$ cat src/rtl/uart_frame_parser.sv
// Sync-led X/Y position frame parser fed by a UART receiver's done flag.
// Define FRAME_CHECKSUM_EN to append and check a mod-256 checksum byte.
module uart_frame_parser #(
  parameter logic [7:0]  SYNC_BYTE = 8'hAA,
  parameter logic [15:0] TIMEOUT   = 16'd2000
) (
  input  logic        fast_tick,
  input  logic        reset,
  input  logic [7:0]  d_in,
  input  logic        rx_done_tick,
  output logic [15:0] x_pos,
  output logic [15:0] y_pos,
  output logic        frame_valid,
  output logic        frame_err,
  output logic [7:0]  err_cnt
);

  localparam logic [2:0] S_SYNC = 3'd0;
  localparam logic [2:0] S_XH   = 3'd1;
  localparam logic [2:0] S_XL   = 3'd2;
  localparam logic [2:0] S_YH   = 3'd3;
  localparam logic [2:0] S_YL   = 3'd4;
`ifdef FRAME_CHECKSUM_EN
  localparam logic [2:0] S_CSUM = 3'd5;
`endif

  logic [2:0]  state_q, state_d;
  logic        prev_q;
  logic [15:0] gap_q, gap_d;
  logic [15:0] xs_q, xs_d;
  logic [15:0] ys_q, ys_d;
  logic [15:0] x_q, x_d;
  logic [15:0] y_q, y_d;
  logic        fv_q, fv_d;
  logic        fe_q, fe_d;
  logic [7:0]  ec_q, ec_d;
  logic        strobe;

  assign strobe = rx_done_tick & ~prev_q;

`ifdef FRAME_CHECKSUM_EN
  logic [7:0] csum;
  assign csum = xs_q[15:8] + xs_q[7:0]
              + ys_q[15:8] + ys_q[7:0];
`endif

  always_comb begin
    state_d = state_q;
    gap_d   = gap_q;
    xs_d    = xs_q;
    ys_d    = ys_q;
    x_d     = x_q;
    y_d     = y_q;
    fv_d    = 1'b0;
    fe_d    = 1'b0;
    ec_d    = ec_q;
    if (strobe) begin
      // a strobe always beats a coincident timeout
      gap_d = 16'd0;
      unique case (state_q)
        S_SYNC: begin
          if (d_in == SYNC_BYTE) state_d = S_XH;
        end
        S_XH: begin
          xs_d[15:8] = d_in;
          state_d    = S_XL;
        end
        S_XL: begin
          xs_d[7:0] = d_in;
          state_d   = S_YH;
        end
        S_YH: begin
          ys_d[15:8] = d_in;
          state_d    = S_YL;
        end
`ifdef FRAME_CHECKSUM_EN
        S_YL: begin
          ys_d[7:0] = d_in;
          state_d   = S_CSUM;
        end
        S_CSUM: begin
          state_d = S_SYNC;
          if (csum == d_in) begin
            x_d  = xs_q;
            y_d  = ys_q;
            fv_d = 1'b1;
          end else begin
            fe_d = 1'b1;
          end
        end
`else
        S_YL: begin
          ys_d[7:0] = d_in;
          x_d       = xs_q;
          y_d       = {ys_q[15:8], d_in};
          fv_d      = 1'b1;
          state_d   = S_SYNC;
        end
`endif
        default: state_d = S_SYNC;
      endcase
    end else if (state_q != S_SYNC) begin
      if (gap_q == TIMEOUT) begin
        state_d = S_SYNC;
        gap_d   = 16'd0;
        xs_d    = 16'd0;
        ys_d    = 16'd0;
        fe_d    = 1'b1;
      end else begin
        gap_d = gap_q + 16'd1;
      end
    end else begin
      gap_d = 16'd0;
    end
    if (fe_d && ec_q != 8'hFF) ec_d = ec_q + 8'd1;
  end

  always_ff @(posedge fast_tick or negedge reset) begin
    if (!reset) begin
      state_q <= S_SYNC;
      prev_q  <= 1'b1;
      gap_q   <= 16'd0;
      xs_q    <= 16'd0;
      ys_q    <= 16'd0;
      x_q     <= 16'd0;
      y_q     <= 16'd0;
      fv_q    <= 1'b0;
      fe_q    <= 1'b0;
      ec_q    <= 8'd0;
    end else begin
      state_q <= state_d;
      prev_q  <= rx_done_tick;
      gap_q   <= gap_d;
      xs_q    <= xs_d;
      ys_q    <= ys_d;
      x_q     <= x_d;
      y_q     <= y_d;
      fv_q    <= fv_d;
      fe_q    <= fe_d;
      ec_q    <= ec_d;
    end
  end

  assign x_pos       = x_q;
  assign y_pos       = y_q;
  assign frame_valid = fv_q;
  assign frame_err   = fe_q;
  assign err_cnt     = ec_q;

endmodule
$ cat config.mk
export PLATFORM = sky130hd
export DESIGN_NAME = uart_frame_parser
export DESIGN_NICKNAME = d
export VERILOG_FILES = /design/src/rtl/uart_frame_parser.sv
export SDC_FILE = /design/constraint.sdc
export NUM_CORES = 1
export LEC_CHECK = 0
export BUFFER_PORTS_ARGS = -buffer_cell sky130_fd_sc_hd__buf_2
export CORE_ASPECT_RATIO = 1.1
export CORE_MARGIN = 1
export CORE_UTILIZATION = 40
export CTS_CLUSTER_SIZE = 8
export DETAILED_ROUTE_END_ITERATION = 16
export PLACE_DENSITY_LB_ADDON = 0.15
export SYNTH_ARGS = -nofsm -noshare
export SYNTH_HDL_FRONTEND = slang
export SYNTH_SLANG_ARGS = --single-unit
$ cat constraint.sdc
create_clock -name fast_tick -period 2.3 [get_ports fast_tick]
set_input_delay 0.115 -clock fast_tick [delete_from_list [all_inputs] [get_ports fast_tick]]
set_output_delay 0.115 -clock fast_tick [all_outputs]
set_load 0.05 [all_outputs]
==> reports/qor.txt, run 1 <==
outcome: finished, final reports clean
CP Capture Type: register
delay-heaviest family, CP: compound AO/OA/AOI/OAI gates
Die ar.: 9470 um2
Warnings, synthesis: 0
WP buf/inv: 1
power per cell area: 814 nW/um2
# DRC: 0
Worst Path Required: 2.58 ns
Slew Limit Fails: 0
gr ovfl total: 0
CTS Buffer Depth: 2
Clk Latency, worst-skew pair: 0.35 ns
synth unique cells: 40
drt total wl: 7320 um
Slew HR: 59.9%
min-delay worst type: in2reg
Root Buffer: clkbuf_8
# clock sinks: 86
register bit total from synthesis: 86
maximum VDD drop: 315 uV
Setup Buffers After CTS: 0
Final ANT Viol Nets: 0
share of layout cells above drive strength 1: 36.0%
Period minus WS final: 1.87 ns
cts repair resizes: 0
grt peak-use layer: met2
Syn-to-layout area delta: 17.6%
Final Core Density: 48.4%
Total Neg Setup Slack: 0 ns
Total Power: 3.48 mW
worst-path fanout max: 8
Post-DP HPWL: 4910 um
filler cell count: 837
GRT Total Usage: 16.7%
core area: 8830 um2
vias in the first global route: 2,360
endpoints failing hold: 0
Cell Rows: 36
Post-CTS Hold Buffers: 2
CP Class: reg2reg
DIE HEIGHT: 102 um
sequential area share after synthesis: 59.2%
commonest non-fill, non-tap cell in the layout: dfrtp_1
gp weighted congestion: 0.743
worst-path cell chain: inv_1, ha_1, and4b_1, and4_1, a21oi_2, a32o_1
f_max: 534 MHz
initial detailed-routing violation count: 97
CP peak stage delay: 0.44 ns
commonest non-fill, non-tap cells in the layout: dfrtp_1, buf_2, mux2_2
Worst-path clk slew: 0.10 ns
H-tree Lvls: 3
cells after synthesis: 274
Worst Tran Pin Value: 0.598 ns
Final period util: 81.3%
Wirelength per Cell: 16.3 um
GR Layer Usage met3: 4.91%
CTS tree: built
number of vias per cell: 5.29
first-pass GRT wire length: 12,000 um
TritonRoute pass-1 iters: 4
effective utilization at floorplan: 41.2%
total number of vias: 2,382
Cell Area, Synth: 3630 um2
initial antenna violation count: 0
Worst Setup Start Kind: register
Pleak: 2.11 nW
IO Port Bufs: 52
CP arrival: 2.15 ns
Worst Slack Setup Final: 0.429 ns
Global Route met1 Usage: 22.2%
ANT cells: 0
Final #Nets: 346
syn_nets: 288
Top Ports: 53
Synth Area per Inst: 13.3 um2
Worst Skew: 0.0166 ns
max cap viols: 0
RSZ-0062 raised after global routing: no
Finish-stage setup viols: 0
grt met2 use: 26.6%
pin count of the biggest net entering global routing: 41
slowest CP cell: dfrtp_1
Die X-Extent: 92.9 um
total CTS buffers: 9
Placement Setup Slack: 0.452 ns
[power breakdown]
part	total [mW]	leakage, nW	internal (mW)	switching, mW
Sequential	1.76	1.19	1.65	0.120
Clock	1.17	0.104	0.617	0.552
Combinational	0.543	0.815	0.194	0.349
[worst reg2reg max path: stages, from the launching register on]
cell and delay, ns:
dfrtp_1 0.44, inv_1 0.07, ha_1 0.20, and4b_1 0.19, and4_1 0.28, a21oi_2 0.43
a32o_1 0.19
[metal layers]
metal,vias to the layer above,part of all wire (%),wire (um)
li1,1137,-,-
met2,45,46,3380
met1,1195,48,3530
met5,-,0,0
met4,0,0.83,61
met3,5,4.8,349
[final timing paths]
path	endpoint	slack, ns	cells after the start	startpoint
worst max-delay path	ys_q[15]$_DFFE_PN0P_	0.43	6	gap_q[0]$_DFF_PN0_
worst min-delay path	xs_q[15]$_DFFE_PN0P_	0.09	2	d_in[7]
worst max register to register	ys_q[15]$_DFFE_PN0P_	0.43	6	gap_q[0]$_DFF_PN0_
worst min register to register	xs_q[1]$_DFFE_PN0P_	0.50	1	xs_q[1]$_DFFE_PN0P_
max in group asynchronous	x_pos[6]$_DFFE_PN0P_	1.37	3	reset
min in group asynchronous	y_pos[1]$_DFFE_PN0P_	0.27	2	reset
[synthesized netlist by cell type (all sizes together)]
cell type / instances / share of area (%)
o21ai: 3 / 0.41
and4b: 3 / 0.83
buf: 7 / 1.2
nor2b: 1 / 0.17
or4: 1 / 0.21
and3: 2 / 0.34
ha: 3 / 1.0
nand4: 5 / 0.86
xor2: 9 / 2.2
o31ai: 1 / 0.21
o41ai: 1 / 0.24
or3: 6 / 1.2
nor2: 17 / 1.8
nand2b: 1 / 0.17
dfrtp: 85 / 59
a21o: 1 / 0.21
inv: 6 / 0.62
nand2: 9 / 0.93
mux2: 33 / 10
and4: 2 / 0.48
nor3: 8 / 1.1
a21oi: 7 / 1.3
nor4: 5 / 1.5
o211ai: 1 / 0.34
nand3: 12 / 1.7
dfstp: 1 / 0.72
a31oi: 1 / 0.17
clkbuf: 6 / 0.62
a211o: 1 / 0.24
xnor2: 8 / 1.9
a32o: 24 / 6.6
nor4b: 4 / 2.0
[state kept, by name, summed over array words and instances, names as in the netlist]
| signal | flops |
|---|---|
| xs_q | 16 |
| y_pos | 16 |
| x_pos | 16 |
| err_cnt | 8 |
| frame_valid | 1 |
| prev_q | 1 |
| state_q | 3 |
| gap_q | 16 |
| frame_err | 1 |
| ys_q | 8 |
[cell families after synthesis]
group | share of synthesized area (%)
XOR/XNOR | 4.10
multiplexers | 10.2
flip-flops | 59.2
adder cells (fa/ha/maj) | 1.03
buffers and inverters | 2.44
AO/OA/AOI/OAI | 9.71
AND/OR/NAND/NOR | 13.3
[area by class of cell]
cell class	instances	area [um2]	share of cell area, %
Inverter	6	22.5	0.527
Clock inverter	6	95.1	2.23
Multi-Input combinational cell	169	1400	32.7
Tap cell	114	143	3.34
Sequential cell	86	2150	50.4
Clock buffer	9	124	2.90
Timing Repair Buffer	60	340	7.96
[stage by stage]
| stage | cells | hold slack, ns | instance area [um2] |
|---|---|---|---|
| after floorplan | 274 | -0.181 | 3630 |
| after global placement | 433 | 0.129 | 4030 |
| after detailed placement | 433 | 0.130 | 4030 |
| after CTS | 450 | 0.0855 | 4270 |
| after global routing | 450 | 0.0741 | 4270 |
| final | 450 | 0.0915 | 4270 |
(Power assumes the default switching activity.)
==> run 2: changes to the inputs <==
- clock period: 2.3 -> 1.7 ns (I/O delays scaled with it)
==> run 2 against run 1 <==
Net effect:
- clock-buffer cell count is 2 higher
- sequential cell count unchanged
- cell count is 4.2% higher
- clock power grew 21%
- clock skew is 0.0048 ns lower
- non-clock buffer count is 18 higher
- routed wire length is 5.1% higher
- critical endpoint is now xs_q[8]$_DFFE_PN0P_
- largest cell class unchanged
==> reports/qor.txt, run 2 (synthesis gave the netlist of run 1 again) <==
f_max: 600 MHz
effective utilization at floorplan: 41.2%
Worst-path clk slew: 0.09 ns
commonest non-fill, non-tap cells in the layout: dfrtp_1, buf_2, mux2_2
initial detailed-routing violation count: 65
Die X-Extent: 92.9 um
Met1 Routed Length: 3690 um
pin count of the biggest net entering global routing: 42
DIE HEIGHT: 102 um
Worst Setup Start Kind: register
Die ar.: 9470 um2
first-pass GRT wire length: 12,700 um
total CTS buffers: 9
endpoints failing hold: 0
WHS: 0.0608 ns
CP peak stage delay: 0.40 ns
CTS tree: built
Final ANT Viol Nets: 0
CP Class: reg2reg
Met3 Routed Length: 290 um
number of vias per cell: 5.34
Final period util: 98.0%
outcome: finished, final reports clean
Root Buffer: clkbuf_8
filler cell count: 797
Wirelength per Cell: 16.4 um
gp weighted congestion: 0.819
Pleak: 2.23 nW
Slew Limit Fails: 0
RSZ-0062 raised after global routing: yes
Final #Nets: 364
Worst Slack Setup Final: 0.0337 ns
CP arrival: 1.95 ns
core area: 8830 um2
CTS Buffer Depth: 2
Worst Path Required: 1.98 ns
Top Ports: 53
H-tree Lvls: 3
Worst Tran Pin Value: 0.523 ns
R2R cell count: 6
initial antenna violation count: 0
share of layout cells above drive strength 1: 42.3%
metal2 WL: 3620 um
TritonRoute pass-1 iters: 4
Period minus WS final: 1.67 ns
WHS Path Cells: 2
Post-DP HPWL: 5310 um
worst reg2reg setup slack: 0.03 ns
drt total wl: 7690 um
reg2reg end: xs_q[8]$_DFFE_PN0P_
vias in the first global route: 2,511
Clk Latency, worst-skew pair: 0.35 ns
worst-path fanout max: 8
Slew HR: 65.2%
gr ovfl total: 0
worst-path cell chain: inv_1, ha_1, and4b_1, and4_1, a21oi_2, a32o_1
commonest non-fill, non-tap cell in the layout: dfrtp_1
total number of vias: 2,506
Total Neg Setup Slack: 0 ns
FF-to-FF Start: gap_q[0]$_DFF_PN0_
max cap viols: 0
CP Capture Type: register
GRT Total Usage: 17.5%
IO Port Bufs: 52
Placement Setup Slack: 0.0107 ns
highest metal layer with signal wires: met4
maximum VDD drop: 464 uV
Worst Skew: 0.0118 ns
# DRC: 0
power per cell area: 1050 nW/um2
slowest CP cell: a21oi_2
Cell Rows: 36
ANT cells: 0
Finish-stage setup viols: 0
WHS Endpoint: y_pos[7]$_DFFE_PN0P_
# clock sinks: 86
min-delay worst type: in2reg
Syn-to-layout area delta: 23.3%
worst hold start: d_in[7]
-- run 2: cell types whose count changed in the layout (fill, tap and decap cells not counted), moves of 2 or more --
cell	before	now
buf_12	1	3
buf_4	6	20
buf_6	0	2
clkbuf_1	0	2
dfrtp_1	85	77
dfrtp_2	0	8
nor3_1	8	6
nor3_2	0	2
nor4_2	4	0
nor4_4	0	4
-- run 2: through the flow --
stage | cell area (um2) | power (mW) | cells | utilization, %
6_report | 4480 | 4.72 | 469 | 50.8
5_1_grt | 4480 | 4.97 | 469 | 50.8
4_1_cts | 4400 | 4.75 | 468 | 49.9
3_5_place_dp | 4190 | 3.33 | 450 | 47.5
3_3_place_gp | 4190 | 3.31 | 450 | 47.5
2_1_floorplan | 3640 | 2.94 | 274 | -
-- run 2: cell type report --
type                    instances  area [um2]  area share, %
clock buffers                  11         131           2.93
clock inverters                 5        58.8           1.31
inverters                       6        22.5          0.502
multi-input cells             169        1460           32.5
flip-flops and latches         86        2160           48.3
well taps                     114         143           3.18
repair buffers                 78         508           11.3
-- run 2: repair_timing --
| item | CTS | global route |
|---|---|---|
| gates resized for setup | 0 | 13 |
| buffers inserted | 0 | 1 |
| endpoints found under the hold margin | 38 | 0 |
| setup endpoints to repair | 0 | 46 |
| hold buffers | 2 | 0 |
-- run 2: layer usage --
metal  vias up  track usage, %
met5         -               0
li1       1172               -
met3         7            4.32
met4         0            4.97
met1      1276            23.5
met2        51            28.3
-- run 2: worst max-delay path: cells and delay by family (launching register included) --
kind            cells  cell delay, ns
fa+ha+maj           1            0.18
buf+inv             1            0.05
flops               1            0.35
compound gates      2            0.59
simple gates        2            0.44
-- run 2: worst max-delay path by stage --
stage / from / to / slack [ns]
2_1_floorplan: err_cnt[0]$_DFFE_PN0P_ / err_cnt[1]$_DFFE_PN0P_ / 0.01
3_3_place_gp: gap_q[12]$_DFF_PN0_ / err_cnt[6]$_DFFE_PN0P_ / 0.09
5_1_grt: gap_q[3]$_DFF_PN0_ / gap_q[11]$_DFF_PN0_ / -0.09
4_1_cts: gap_q[12]$_DFF_PN0_ / err_cnt[7]$_DFFE_PN0P_ / 0.01
3_5_place_dp: gap_q[12]$_DFF_PN0_ / err_cnt[7]$_DFFE_PN0P_ / 0.01
6_report: gap_q[0]$_DFF_PN0_ / xs_q[8]$_DFFE_PN0P_ / 0.03
-- run 2: where the power goes --
group	total [mW]	internal, mW	switching (mW)
clock	1.41	0.684	0.730
sequential	2.33	2.23	0.108
combinational	0.971	0.393	0.578
total	4.72	3.30	1.42
==> run 3: changes to the inputs <==
- BUFFER_PORTS_ARGS: -buffer_cell sky130_fd_sc_hd__buf_2 -> -buffer_cell sky130_fd_sc_hd__buf_4
==> run 3 against run 2 <==
Net effect:
- setup slack worse by 0.0058 ns
- sequential power barely moved
- register-to-register slack about the same
- sequential share of layout area fell by 1.8 points
- final area up 3.7%
- via count grew 0.44%
- sequential cell count is the same
- total power increased by 0.17%
- cell count up 0.21%
==> reports/qor.txt, run 3 (synthesis gave the netlist of run 1 again) <==
vias in the first global route: 2,448
commonest non-fill, non-tap cell in the layout: dfrtp_1
Die ar.: 9470 um2
sw power: 1.50 mW
Switching Share: 31.7%
IO Port Bufs: 52
effective utilization at floorplan: 41.2%
Cells after DPL: 450
# clock sinks: 86
FF-to-FF Start: gap_q[11]$_DFF_PN0_
Syn-to-layout area delta: 28.0%
Pleak: 2.23 nW
CTS tree: built
f_max: 598 MHz
power per cell area: 1020 nW/um2
CP Class: reg2reg
CP Capture Type: register
worst-path fanout max: 4
maximum VDD drop: 528 uV
Finish-stage setup viols: 0
Seq pwr share: 50.0%
reg2reg end: gap_q[15]$_DFF_PN0_
WHS Path Cells: 2
Slew Limit Fails: 0
initial antenna violation count: 0
Period minus WS final: 1.67 ns
non-filler cells, final: 470
R2R cell count: 5
CTS Buffer Depth: 2
Die X-Extent: 92.9 um
Total Neg Setup Slack: 0 ns
worst hold start: d_in[2]
outcome: finished, final reports clean
number of vias per cell: 5.36
Post-DP HPWL: 5140 um
crit path capture: gap_q[15]$_DFF_PN0_
gp weighted congestion: 0.815
commonest non-fill, non-tap cells in the layout: dfrtp_1, buf_4, mux2_2
TritonRoute pass-1 iters: 4
H-tree Lvls: 3
Final ANT Viol Nets: 0
Wirelength per Cell: 16.3 um
initial detailed-routing violation count: 99
clock share of power: 27.4%
worst reg2reg setup slack: 0.03 ns
Worst Tran Pin Value: 0.496 ns
first-pass GRT wire length: 12,500 um
pin count of the biggest net entering global routing: 54
max cap viols: 0
GRT Total Usage: 17.1%
beginning of the critical path: gap_q[11]$_DFF_PN0_
Comb pwr share: 22.6%
endpoints failing hold: 0
total CTS buffers: 9
drt total wl: 7640 um
Worst-path clk slew: 0.09 ns
Final #Nets: 366
Worst Skew: 0.00943 ns
CP arrival: 1.96 ns
core area: 8830 um2
Root Buffer: clkbuf_8
Clk Latency, worst-skew pair: 0.35 ns
DIE HEIGHT: 102 um
gr ovfl total: 0
Slew HR: 66.9%
Worst Path Required: 1.99 ns
share of layout cells above drive strength 1: 43.5%
Worst Setup Start Kind: register
Cell Rows: 36
internal power: 3.23 mW
total number of vias: 2,517
min-delay worst type: in2reg
RSZ-0062 raised after global routing: yes
Top Ports: 53
ANT cells: 0
# DRC: 0
Final period util: 98.4%
## run 3: changes by cell type in the layout (fill, tap and decap cells not counted), moves of 3 or more
cell and delta:
a21oi_2 -3, a21oi_4 +3, buf_2 -51, buf_4 +52
nor4_2 +3, nor4_4 -3
## run 3: metal layers
metal	GRT usage (%)	wire length, um
met5	0	0
met4	7.10	70
met3	2.31	273
met2	28.2	3760
met1	22.8	3540
## run 3: worst min-delay path by stage
stage	end
finish	y_pos[2]$_DFFE_PN0P_
floorplan	err_cnt[0]$_DFFE_PN0P_
global placement	y_pos[2]$_DFFE_PN0P_
CTS	y_pos[2]$_DFFE_PN0P_
global route	y_pos[2]$_DFFE_PN0P_
detailed placement	x_pos[10]$_DFFE_PN0P_
## run 3: through the flow
stage | area (um2) | setup slack (ns) | hold WS (ns) | utilization [%] | total power [mW]
3_3_place_gp | 4320 | 0.0220 | 0.00237 | 49.0 | 3.30
5_1_grt | 4650 | -0.0641 | 0.00486 | 52.7 | 4.96
3_5_place_dp | 4320 | -0.0148 | 0.00265 | 49.0 | 3.32
2_1_floorplan | 3640 | 0.0135 | -0.211 | - | 2.94
4_1_cts | 4540 | -0.00104 | 0.0127 | 51.4 | 4.62
6_report | 4650 | 0.0279 | 0.0233 | 52.7 | 4.73
## run 3: layout make-up
cell class	instances	area (um2)
sequential	86	2160
tap	114	143
multi-input combinational	169	1490
clock buffer	9	124
timing repair buffer	80	668
clock inverter	6	47.5
fill	807	4180
inverter	6	22.5
## run 3: critical path, stage by stage, from the launching register on
cell	delay, ns
dfrtp_1	0.42
buf_6	0.13
nand4_1	0.08
or3_4	0.36
or4_4	0.49
a21oi_2	0.14
## run 3: timing repair
item                                   4_1_cts  5_1_grt
setup buffers                                1        1
endpoints found under the hold margin       87        0
setup endpoints to repair                   14       40
gates cloned                                 0        1
pin swaps                                    2        4
resized for setup                            4       17
hold buffers                                 2        0
## run 3: power by group through the flow
stage | sequential (mW) | clock, mW | combinational, mW
after floorplan | 2.46 | 0 | 0.476
after global routing | 2.39 | 1.42 | 1.15
after detailed placement | 2.40 | 0 | 0.912
final | 2.36 | 1.30 | 1.07
after global placement | 2.40 | 0 | 0.894
after CTS | 2.36 | 1.33 | 0.930
